`config.mk`:
```
export PLATFORM = sky130hd
export DESIGN_NAME = mem_arbiter
export DESIGN_NICKNAME = d
export VERILOG_FILES = /design/src/rtl/mem_arbiter.sv
export SDC_FILE = /design/constraint.sdc
export NUM_CORES = 1
export LEC_CHECK = 0
export CORE_MARGIN = 2
export CORE_UTILIZATION = 42
export DETAILED_ROUTE_END_ITERATION = 12
export MAX_ROUTING_LAYER = met4
export PLACE_DENSITY = 0.87
export SLEW_MARGIN = 20
export SYNTH_ARGS = -nofsm -noshare
export SYNTH_HDL_FRONTEND = slang
export SYNTH_SLANG_ARGS = --single-unit
```
`constraint.sdc`:
```
create_clock -name clk -period 1.95 [get_ports clk]
set_clock_uncertainty 0.1 [all_clocks]
set_input_delay 0.39 -clock clk [delete_from_list [all_inputs] [get_ports clk]]
set_output_delay 0.39 -clock clk [all_outputs]
set_load 0.01 [all_outputs]
```
`src/rtl/mem_arbiter.sv`:
```
// mem_arbiter: two-requester round-robin arbiter for a single-port memory with read timeout
module mem_arbiter #(
  parameter int TMO_CYCLES = 4
) (
  input  logic        clk,
  input  logic        rst_n,
  input  logic        req0,
  input  logic        req1,
  input  logic        rw0,
  input  logic        rw1,
  input  logic [3:0]  addr0,
  input  logic [3:0]  addr1,
  input  logic [31:0] wdata0,
  input  logic [31:0] wdata1,
  output logic        gnt0,
  output logic        gnt1,
  output logic [31:0] rdata0,
  output logic [31:0] rdata1,
  output logic        rvalid0,
  output logic        rvalid1,
  output logic        rd_err,
  output logic        busy,
  output logic        mem_en,
  output logic        mem_rw,
  output logic [3:0]  mem_addr,
  output logic [31:0] mem_din,
  input  logic [31:0] mem_dout,
  input  logic        mem_valid
);
  localparam logic [1:0] IDLE    = 2'd0;
  localparam logic [1:0] ISSUE   = 2'd1;
  localparam logic [1:0] RD_WAIT = 2'd2;
  localparam logic [3:0] TMO     = 4'(TMO_CYCLES);
  logic [1:0] state;
  logic [3:0] cnt;
  logic       ptr;
  logic       owner;
  logic       pend;
  logic       win;
  logic [3:0] cnt_nxt;
  // Winner: pointer holder on contention, otherwise whoever is asking
  always_comb begin
    win     = (req0 & req1) ? ptr : req1;
    cnt_nxt = cnt + 4'd1;
  end
  // Command issue, read return and timeout; mem_rw doubles as the latched access type
  always_ff @(posedge clk or negedge rst_n) begin
    if (!rst_n) begin
      state    <= IDLE;
      cnt      <= '0;
      ptr      <= 1'b0;
      owner    <= 1'b0;
      pend     <= 1'b0;
      gnt0     <= 1'b0;
      gnt1     <= 1'b0;
      rvalid0  <= 1'b0;
      rvalid1  <= 1'b0;
      rd_err   <= 1'b0;
      busy     <= 1'b0;
      mem_en   <= 1'b0;
      mem_rw   <= 1'b0;
      mem_addr <= '0;
      mem_din  <= '0;
      rdata0   <= '0;
      rdata1   <= '0;
    end else begin
      gnt0    <= 1'b0;
      gnt1    <= 1'b0;
      mem_en  <= 1'b0;
      rd_err  <= 1'b0;
      rvalid0 <= pend & ~owner;
      rvalid1 <= pend & owner;
      pend    <= 1'b0;
      case (state)
        IDLE: if (req0 | req1) begin
          owner    <= win;
          ptr      <= ~win;
          gnt0     <= ~win;
          gnt1     <= win;
          mem_en   <= 1'b1;
          mem_rw   <= win ? rw1 : rw0;
          mem_addr <= win ? addr1 : addr0;
          mem_din  <= win ? wdata1 : wdata0;
          busy     <= 1'b1;
          state    <= ISSUE;
        end
        ISSUE: begin
          cnt   <= '0;
          busy  <= mem_rw;
          state <= mem_rw ? RD_WAIT : IDLE;
        end
        RD_WAIT: if (mem_valid) begin
          rdata0 <= owner ? rdata0 : mem_dout;
          rdata1 <= owner ? mem_dout : rdata1;
          pend   <= 1'b1;
          busy   <= 1'b0;
          state  <= IDLE;
        end else begin
          cnt <= cnt_nxt;
          if (cnt_nxt == TMO) begin
            rd_err <= 1'b1;
            busy   <= 1'b0;
            state  <= IDLE;
          end
        end
        default: begin
          busy  <= 1'b0;
          state <= IDLE;
        end
      endcase
    end
  end
endmodule

```
# ---- After elaboration in Yosys (flattened, before gate mapping)
# Cells that the tools add are included.
# W data, S select, Z words.
dict set report word_totals {
  regBits 117
  latchBits 0
  mem_bits_rw 0
  romBits 0
  in_bits 111
  out_inout_bits 108
  elab_cells 63
  memories 0
}
dict set report op_classes {
  add_sub_neg 1
  n_mul 0
  div 0
  n_lt_le_gt_ge 0
  eq_ne 6
  shifts 0
  muxes 26
  n_bitwise 6
  reduce_logical 7
}
# operator count
set ops {}
lappend ops {{$mux W32} 1}
lappend ops {{$mux W1} 16}
lappend ops {{$mux W2} 4}
lappend ops {{$mux W4} 2}
lappend ops {{$pmux W4 S2} 1}
lappend ops {{$pmux W2 S3} 1}
lappend ops {{$reduce_and A2 Y1} 3}
lappend ops {{$reduce_and A3 Y1} 2}
lappend ops {{$add A4 B1 Y4 const B} 1}
lappend ops {{$eq A4 B3 Y1 const B} 1}
lappend ops {{$ne A2 B2 Y1 const B} 2}
lappend ops {{$and A1 B1 Y1} 3}
lappend ops {{$ne A3 B3 Y1 const B} 1}
lappend ops {{$pmux W1 S3} 1}
lappend ops {{$eq A2 B1 Y1 const B} 1}
lappend ops {{$eq A2 B2 Y1 const B} 1}
lappend ops {{$logic_not A2 Y1} 1}
lappend ops {{$not A1 Y1} 2}
lappend ops {{$reduce_bool A2 Y1} 1}
lappend ops {{$or A1 B1 Y1} 1}

# ---- Longest topological paths before layout
# Gate-level depths: netlist of the first run.
dict set report logic_depth {
  depth_word 5
  mapped_depth 6
  mapped_depth_nobuf 4
}

# ---- Worst setup path after synthesis of the first run
# No wires, ideal clock.
dict set report synth_path {
  path_type {input -> register}
  startpoint {input port mem_valid}
  endpoint {register rdata0[10]}
  setup_ns 0.125
  arrival_ns 1.451
  t_required_ns 1.725
  path_slack_ns 0.274
  path_stages 6
  path_buffers 3
  path_cell_list {buf_2 > and3b_1 > nor2b_1 > buf_4 > buf_6 > mux2_4}
}
dict set report synth_via {
  elab_chain_cells 1
}
# element line
set synth_lines {}
lappend synth_lines {{start, declared} 28} ;# input logic mem_valid
lappend synth_lines {{$reduce_and A3 Y1 (no line)} -}
lappend synth_lines {{end signal, assigned} 93} ;# rdata0 <= owner ? rdata0 : mem_dout;
lappend synth_lines {{end, declared} 17} ;# output logic [31:0] rdata0,
# No other way between the ends.
# A chain may end at the register's enable or synchronous reset.

# ---- Final worst setup path of the first run
dict set report layout_path {
  startpoint {register mem_rw}
  endpoint {output port mem_rw}
}
# element line
set layout_rtl {}
lappend layout_rtl {{start, declared} 24} ;# output logic mem_rw,
lappend layout_rtl {{start signal, assigned} 81} ;# mem_rw <= win ? rw1 : rw0;
# No word-level cell between the ends.

==> qor.yml, run 1 <==
status:
  status: "completed"
cells_and_area:
  layout-drive-gt1-share_pct: 19.6
  nFillCells: 771
  nets: 677
  layout_common_cells: "clkdlybuf4s50_1, dfrtp_1, a21boi_0, a221o_1, mux2_2"
  final_common_cell: "clkdlybuf4s50_1"
  area_growth_pct: 62.0
  final_cell_area_um2: 8010
  diodes: 0
sta:
  rsz0062_at_grt: "false"
  fin_ws_ns: 0.0897
  final-hold-violation-count: 0
  worst_pin_slew_ns: 0.508
  fin_crit_ns: 1.86
  finalSetupTns_ns: 0
  relSlewSlack_pct: 65.7
  setup_viol: 0
  slew_viol_final: 0
  fin_crit_sh_pct: 95.4
  max_freq_ghz: 0.538
power:
  peakVddDrop_mv: 0.986
  leakagePower_nw: 3.45
  powerDensity_nw_per_um2: 1620
  p_total_mw: 13.0
floorplan:
  start_util_pct: 43.1
  core_um2: 11500
  rows: 39
  die_y_um: 112
  fp.dieArea_um2: 12600
  fp.dieW_um: 112
  ios: 219
setup_path:
  crit_family: "buffers and inverters"
  cp-end-kind: "primary output"
  crit_arrival_ns: 1.37
  crit_slowest_cell: "clkdlybuf4s50_1"
  slowest_delay_ns: 0.56
  start_kind: "flip-flop"
  worstPathRequired_ns: 1.46
  path_cells: "clkdlybuf4s50_1"
  crit_type: "reg2out"
  cp_max_fo: 4
  path_buf_inv: 1
logic_synthesis:
  yosysSeqAreaShare_pct: 59.3
  synth_area_um2: 4940
  synth.net_count: 452
  synth-edff-count: 0
  ys_ff_latch: 117
  syn_inst: 339
  yosys_warnings: 0
  synthFlopType: "dfrtp_1"
  synthArstFlopShare_pct: 100
  yosysUniqueCellTypes: 36
  syn_avg_cell_area_um2: 14.6
global_route:
  track_usage_pct: 22.3
  grt_pass1_vias: 4119
  antenna_found_initial: 0
  grt_max_degree: 60
  overflow: 0
  grt_pass1_wl_um: 21300
routing:
  vias: 3859
  final_antenna_net_count: 0
  drc_errors: 0
  vias_per_cell: 5.37
  routedWlPerCell_um: 18.6
  detail_route.iter0.violations: 279
  first_pass_iters: 5
  wl_um: 13400
clock_network:
  tritoncts: "yes"
  clock_path_buffers: 2
  clock_latency_ns: 0.40
  cts_root_buf: "clkbuf_16"
  htreeDepth: 4
  post_cts_buffers: 0
  cts_made_buffers: 17
  clock_sinks: 117
  path_clk_slew_ns: 0.05
placement:
  gp_congestion: 0.829
  pre_cts_slack_ns: -0.180
  dp_hpwl_um: 9380
  dpl-instance-area_um2: 7350
  port_buffers: 218
worst_hold_path:
  hold_path.class: "in2async"
flow_run:
  cap_violations: 0
==> synth_stat cells, types with 3 or more instances <==
cell	number	area [um2]
a21boi_0	38	285
a221o_1	37	370
buf_2	12	60.1
buf_4	4	30.0
buf_6	3	33.8
clkbuf_1	7	26.3
dfrtp_1	117	2930
inv_1	3	11.3
mux2_2	34	383
mux2_4	30	450
nand2_1	7	26.3
nand2b_1	5	31.3
nor2_1	4	15.0
nor2b_1	4	25.0
o21ai_0	5	25.0
==> report_power, final <==
group | leakage, nW | internal (mW) | switching (mW)
logic | 1.68 | 3.36 | 2.03
registers | 1.45 | 3.55 | 0.671
clock network | 0.320 | 2.36 | 1.04
==> flip-flops by register name, summed over array words and instances, names as in the netlist <==
| signal | flops |
|---|---|
| busy | 1 |
| mem_din | 32 |
| gnt0 | 1 |
| mem_en | 1 |
| ptr | 1 |
| pend | 1 |
| owner | 1 |
| rd_err | 1 |
| rdata0 | 32 |
| state | 2 |
| mem_rw | 1 |
| rvalid1 | 1 |
| cnt | 4 |
| rvalid0 | 1 |
| gnt1 | 1 |
| mem_addr | 4 |
| rdata1 | 32 |
==> through the flow <==
step | std cells | util (%) | hold slack, ns
finish | 719 | 69.8 | 0.316
detailed placement | 687 | 64.1 | 0.195
CTS | 719 | 69.8 | 0.307
floorplan | 339 | - | -0.00559
global placement | 687 | 64.1 | 0.188
global route | 719 | 69.8 | 0.336
==> per-layer routing <==
layer	vias to the layer above	global-route usage, %	part of all wire [%]
met5	-	-	0
met4	0	8.05	1.9
met3	21	6.75	6.9
met2	195	36.4	49
met1	1914	26.2	42
li1	1729	-	-
==> cell families (layout without fill, tap and decap cells) <==
kind of cell,after synthesis,after routing,share of synthesized area (%)
and+or+nand+nor,34,34,4.05
adders and majority gates,2,2,0.506
muxes,66,66,17.3
AOI/OAI and AO/OA,90,90,15.5
DFF,117,117,59.3
buffers and inverters,30,267,3.37
==> layout make-up <==
type                    instances  area (um2)  area share, %
flip-flops and latches        117        2930           36.6
repair buffers                233        2380           29.8
multi-input cells             192        1860           23.2
clock buffers                  22         474           5.92
well taps                     143         179           2.24
clock inverters                 9         174           2.17
inverters                       3        11.3          0.141
==> path summary, 6_finish.rpt <==
| path | start | end | slack [ns] | cells past startpoint |
|---|---|---|---|---|
| max | mem_rw$_DFFE_PN0P_ | mem_rw | 0.09 | 1 |
| min | rst_n | rdata1[12]$_DFFE_PN0P_ | 0.32 | 2 |
| max reg2reg | cnt[0]$_DFFE_PN0P_ | busy$_DFFE_PN0P_ | 0.23 | 3 |
| min reg2reg | pend$_DFF_PN0_ | rvalid1$_DFF_PN0_ | 0.39 | 1 |
| max in group asynchronous | rst_n | mem_din[9]$_DFFE_PN0P_ | 0.83 | 3 |
| min in group clk | pend$_DFF_PN0_ | rvalid1$_DFF_PN0_ | 0.39 | 1 |
==> timing repair <==
| action | 4_1_cts | 5_1_grt |
|---|---|---|
| gates resized for setup | 0 | 0 |
| endpoints found under the hold margin | 18 | 0 |
| hold buffers | 1 | 0 |
(Power assumes the default switching activity.)
==> inputs of run 2 (changes only) <==
CAP_MARGIN = 20   (was unset)
CORE_MARGIN = 4   (was 2)
==> run 2 against run 1 <==
Net effect: critical path depth is the same; total power rose by 1.9%; critical path type unchanged; combinational power is 0.7% higher; highest routed layer unchanged; clock power grew 6%.
==> qor.yml, run 2 (synthesis gave the netlist of run 1 again) <==
status:
  status: "completed"
placement:
  dpl-instance-area_um2: 7360  # +0.17%
  dp_hpwl_um: 9950  # +6.1%
  placedCellCount: 687  # unchanged
  gp_congestion: 0.826  # -0.29%
  port_buffers: 218  # unchanged
global_route:
  grt_pass1_wl_um: 21500  # +0.84%
  overflow: 0  # unchanged
  grt_pass1_vias: 4165  # +1.1%
  antenna_found_initial: 0  # unchanged
  track_usage_pct: 21.2  # -1.1 points
  grt_max_degree: 40  # -33%
sta:
  max_freq_ghz: 0.535  # -0.53%
  fin_crit_ns: 1.87  # +0.00999 ns
  final-hold-violation-count: 0  # unchanged
  setup_viol: 0  # unchanged
  fin_crit_sh_pct: 95.9  # +0.51 points
  rsz0062_at_grt: "false"
  slew_viol_final: 0  # unchanged
  relSlewSlack_pct: 65.6  # about the same
  worst_pin_slew_ns: 0.508  # +0.000355 ns
routing:
  vias_per_cell: 5.31  # -1.1%
  routedWlPerCell_um: 19.4  # +4.2%
  wl_um: 14000  # +4.3%
  detail_route.iter0.violations: 295  # +5.7%
  first_pass_iters: 4  # -1
  drc_errors: 0  # unchanged
  vias: 3822  # -0.96%
  final_antenna_net_count: 0  # unchanged
setup_path:
  rr_startpoint: "state[0]$_DFFE_PN0P_"
  cp-end-kind: "primary output"
  crit_type: "reg2out"
  slowest_delay_ns: 0.58  # +0.02 ns
  path_buf_inv: 1  # unchanged
  r2r_slack_ns: 0.25  # +0.02 ns
  start_kind: "flip-flop"
  worstPathRequired_ns: 1.46  # about the same
  crit_slowest_cell: "clkdlybuf4s50_1"
  rr_endpoint: "rdata0[30]$_DFFE_PN0P_"
  crit_family: "buffers and inverters"
  crit_arrival_ns: 1.38  # about the same
  path_cells: "clkdlybuf4s50_1"
  cp_max_fo: 4  # unchanged
  ff2ff_path_depth: 4  # +1
clock_network:
  tritoncts: "yes"
  clock_sinks: 117  # unchanged
  htreeDepth: 4  # unchanged
  cts_root_buf: "clkbuf_16"
  clock_latency_ns: 0.40  # about the same
  path_clk_slew_ns: 0.06  # about the same
  hold_buffers: 1  # unchanged
  clock_path_buffers: 2  # unchanged
  cts_made_buffers: 17  # unchanged
  cts_resized: 0  # unchanged
  post_cts_buffers: 0  # unchanged
floorplan:
  fp.dieW_um: 116  # +3.6%
  fp.dieArea_um2: 13600  # +7.2%
  rows: 39  # unchanged
  start_util_pct: 43.1  # unchanged
  ios: 219  # unchanged
  core_um2: 11500  # unchanged
  die_y_um: 116  # +3.6%
cells_and_area:
  nFillCells: 763  # -1.0%
  final_cell_area_um2: 8060  # +0.66%
  fin_util_pct: 70.3  # +0.46 points
  largestRegisters: "mem_din: 32 flops, rdata0: 32 flops, rdata1: 32 flops"
  layout-drive-gt1-share_pct: 20.1  # +0.49 points
  area_growth_pct: 63.1
  diodes: 0  # unchanged
  layout_common_cells: "clkdlybuf4s50_1, dfrtp_1, a21boi_0, a221o_1, mux2_2"
  nets: 677  # unchanged
  final_common_cell: "clkdlybuf4s50_1"
  final_cells: 720  # +0.14%
power:
  powerDensity_nw_per_um2: 1650  # +1.2%
  leakagePower_nw: 3.47  # +0.44%
  peakVddDrop_mv: 1.07  # +8.3%
flow_run:
  cap_violations: 0  # unchanged
worst_hold_path:
  hold_path.class: "in2async"
-- run 2: cell count changes in the layout (fill, tap and decap cells not counted) --
cell,delta
buf_4,-1
bufinv_16,+1
clkbuf_8,-2
inv_6,+1
buf_12,+1
clkbuf_1,-2
clkinv_4,+5
clkinv_2,-3
clkinvlp_4,+1
-- run 2: how the worst max path moves through the flow --
stage | slack (ns) | cells past startpoint | from | end
2_1_floorplan | 0.27 | 6 | mem_valid | rdata0[10]$_DFFE_PN0P_
3_3_place_gp | -0.14 | 5 | mem_valid | rdata0[0]$_DFFE_PN0P_
5_1_grt | 0.03 | 1 | mem_rw$_DFFE_PN0P_ | mem_rw
4_1_cts | 0.05 | 1 | mem_rw$_DFFE_PN0P_ | mem_rw
3_5_place_dp | -0.15 | 5 | mem_valid | rdata0[30]$_DFFE_PN0P_
6_report | 0.08 | 1 | busy$_DFFE_PN0P_ | busy
-- run 2: area by class of cell --
class	count	area (um2)	area share, %
tap	143	179	2.22
clock inverter	14	249	3.09
inverter	3	11.3	0.140
sequential	117	2930	36.3
clock buffer	18	439	5.45
timing repair buffer	233	2390	29.7
multi-input combinational	192	1860	23.0
-- run 2: metal layers --
metal / global-route usage (%) / vias to the layer above / part of all wire (%)
met5: - / - / 0
met4: 7.42 / 0 / 1.8
met3: 6.01 / 24 / 8.3
met2: 33.9 / 189 / 49
met1: 25.8 / 1874 / 41
li1: - / 1735 / -
-- run 2: power by group --
group	switching (mW)	leakage [nW]	total [mW]	internal [mW]
sequential	0.686	1.45	4.23	3.55
combinational	2.06	1.69	5.43	3.37
clock	1.15	0.331	3.59	2.45
total	3.90	3.47	13.3	9.36
-- run 2: per-stage QoR --
step / hold slack, ns / worst slack (ns) / setup TNS [ns] / total power, mW
floorplan: -0.00559 / 0.274 / 0 / 6.64
finish: 0.391 / 0.0797 / 0 / 13.3
CTS: 0.366 / 0.0481 / 0 / 13.4
global placement: 0.251 / -0.142 / -3.14 / 9.43
global route: 0.413 / 0.0274 / 0 / 13.9
detailed placement: 0.254 / -0.154 / -3.73 / 9.68
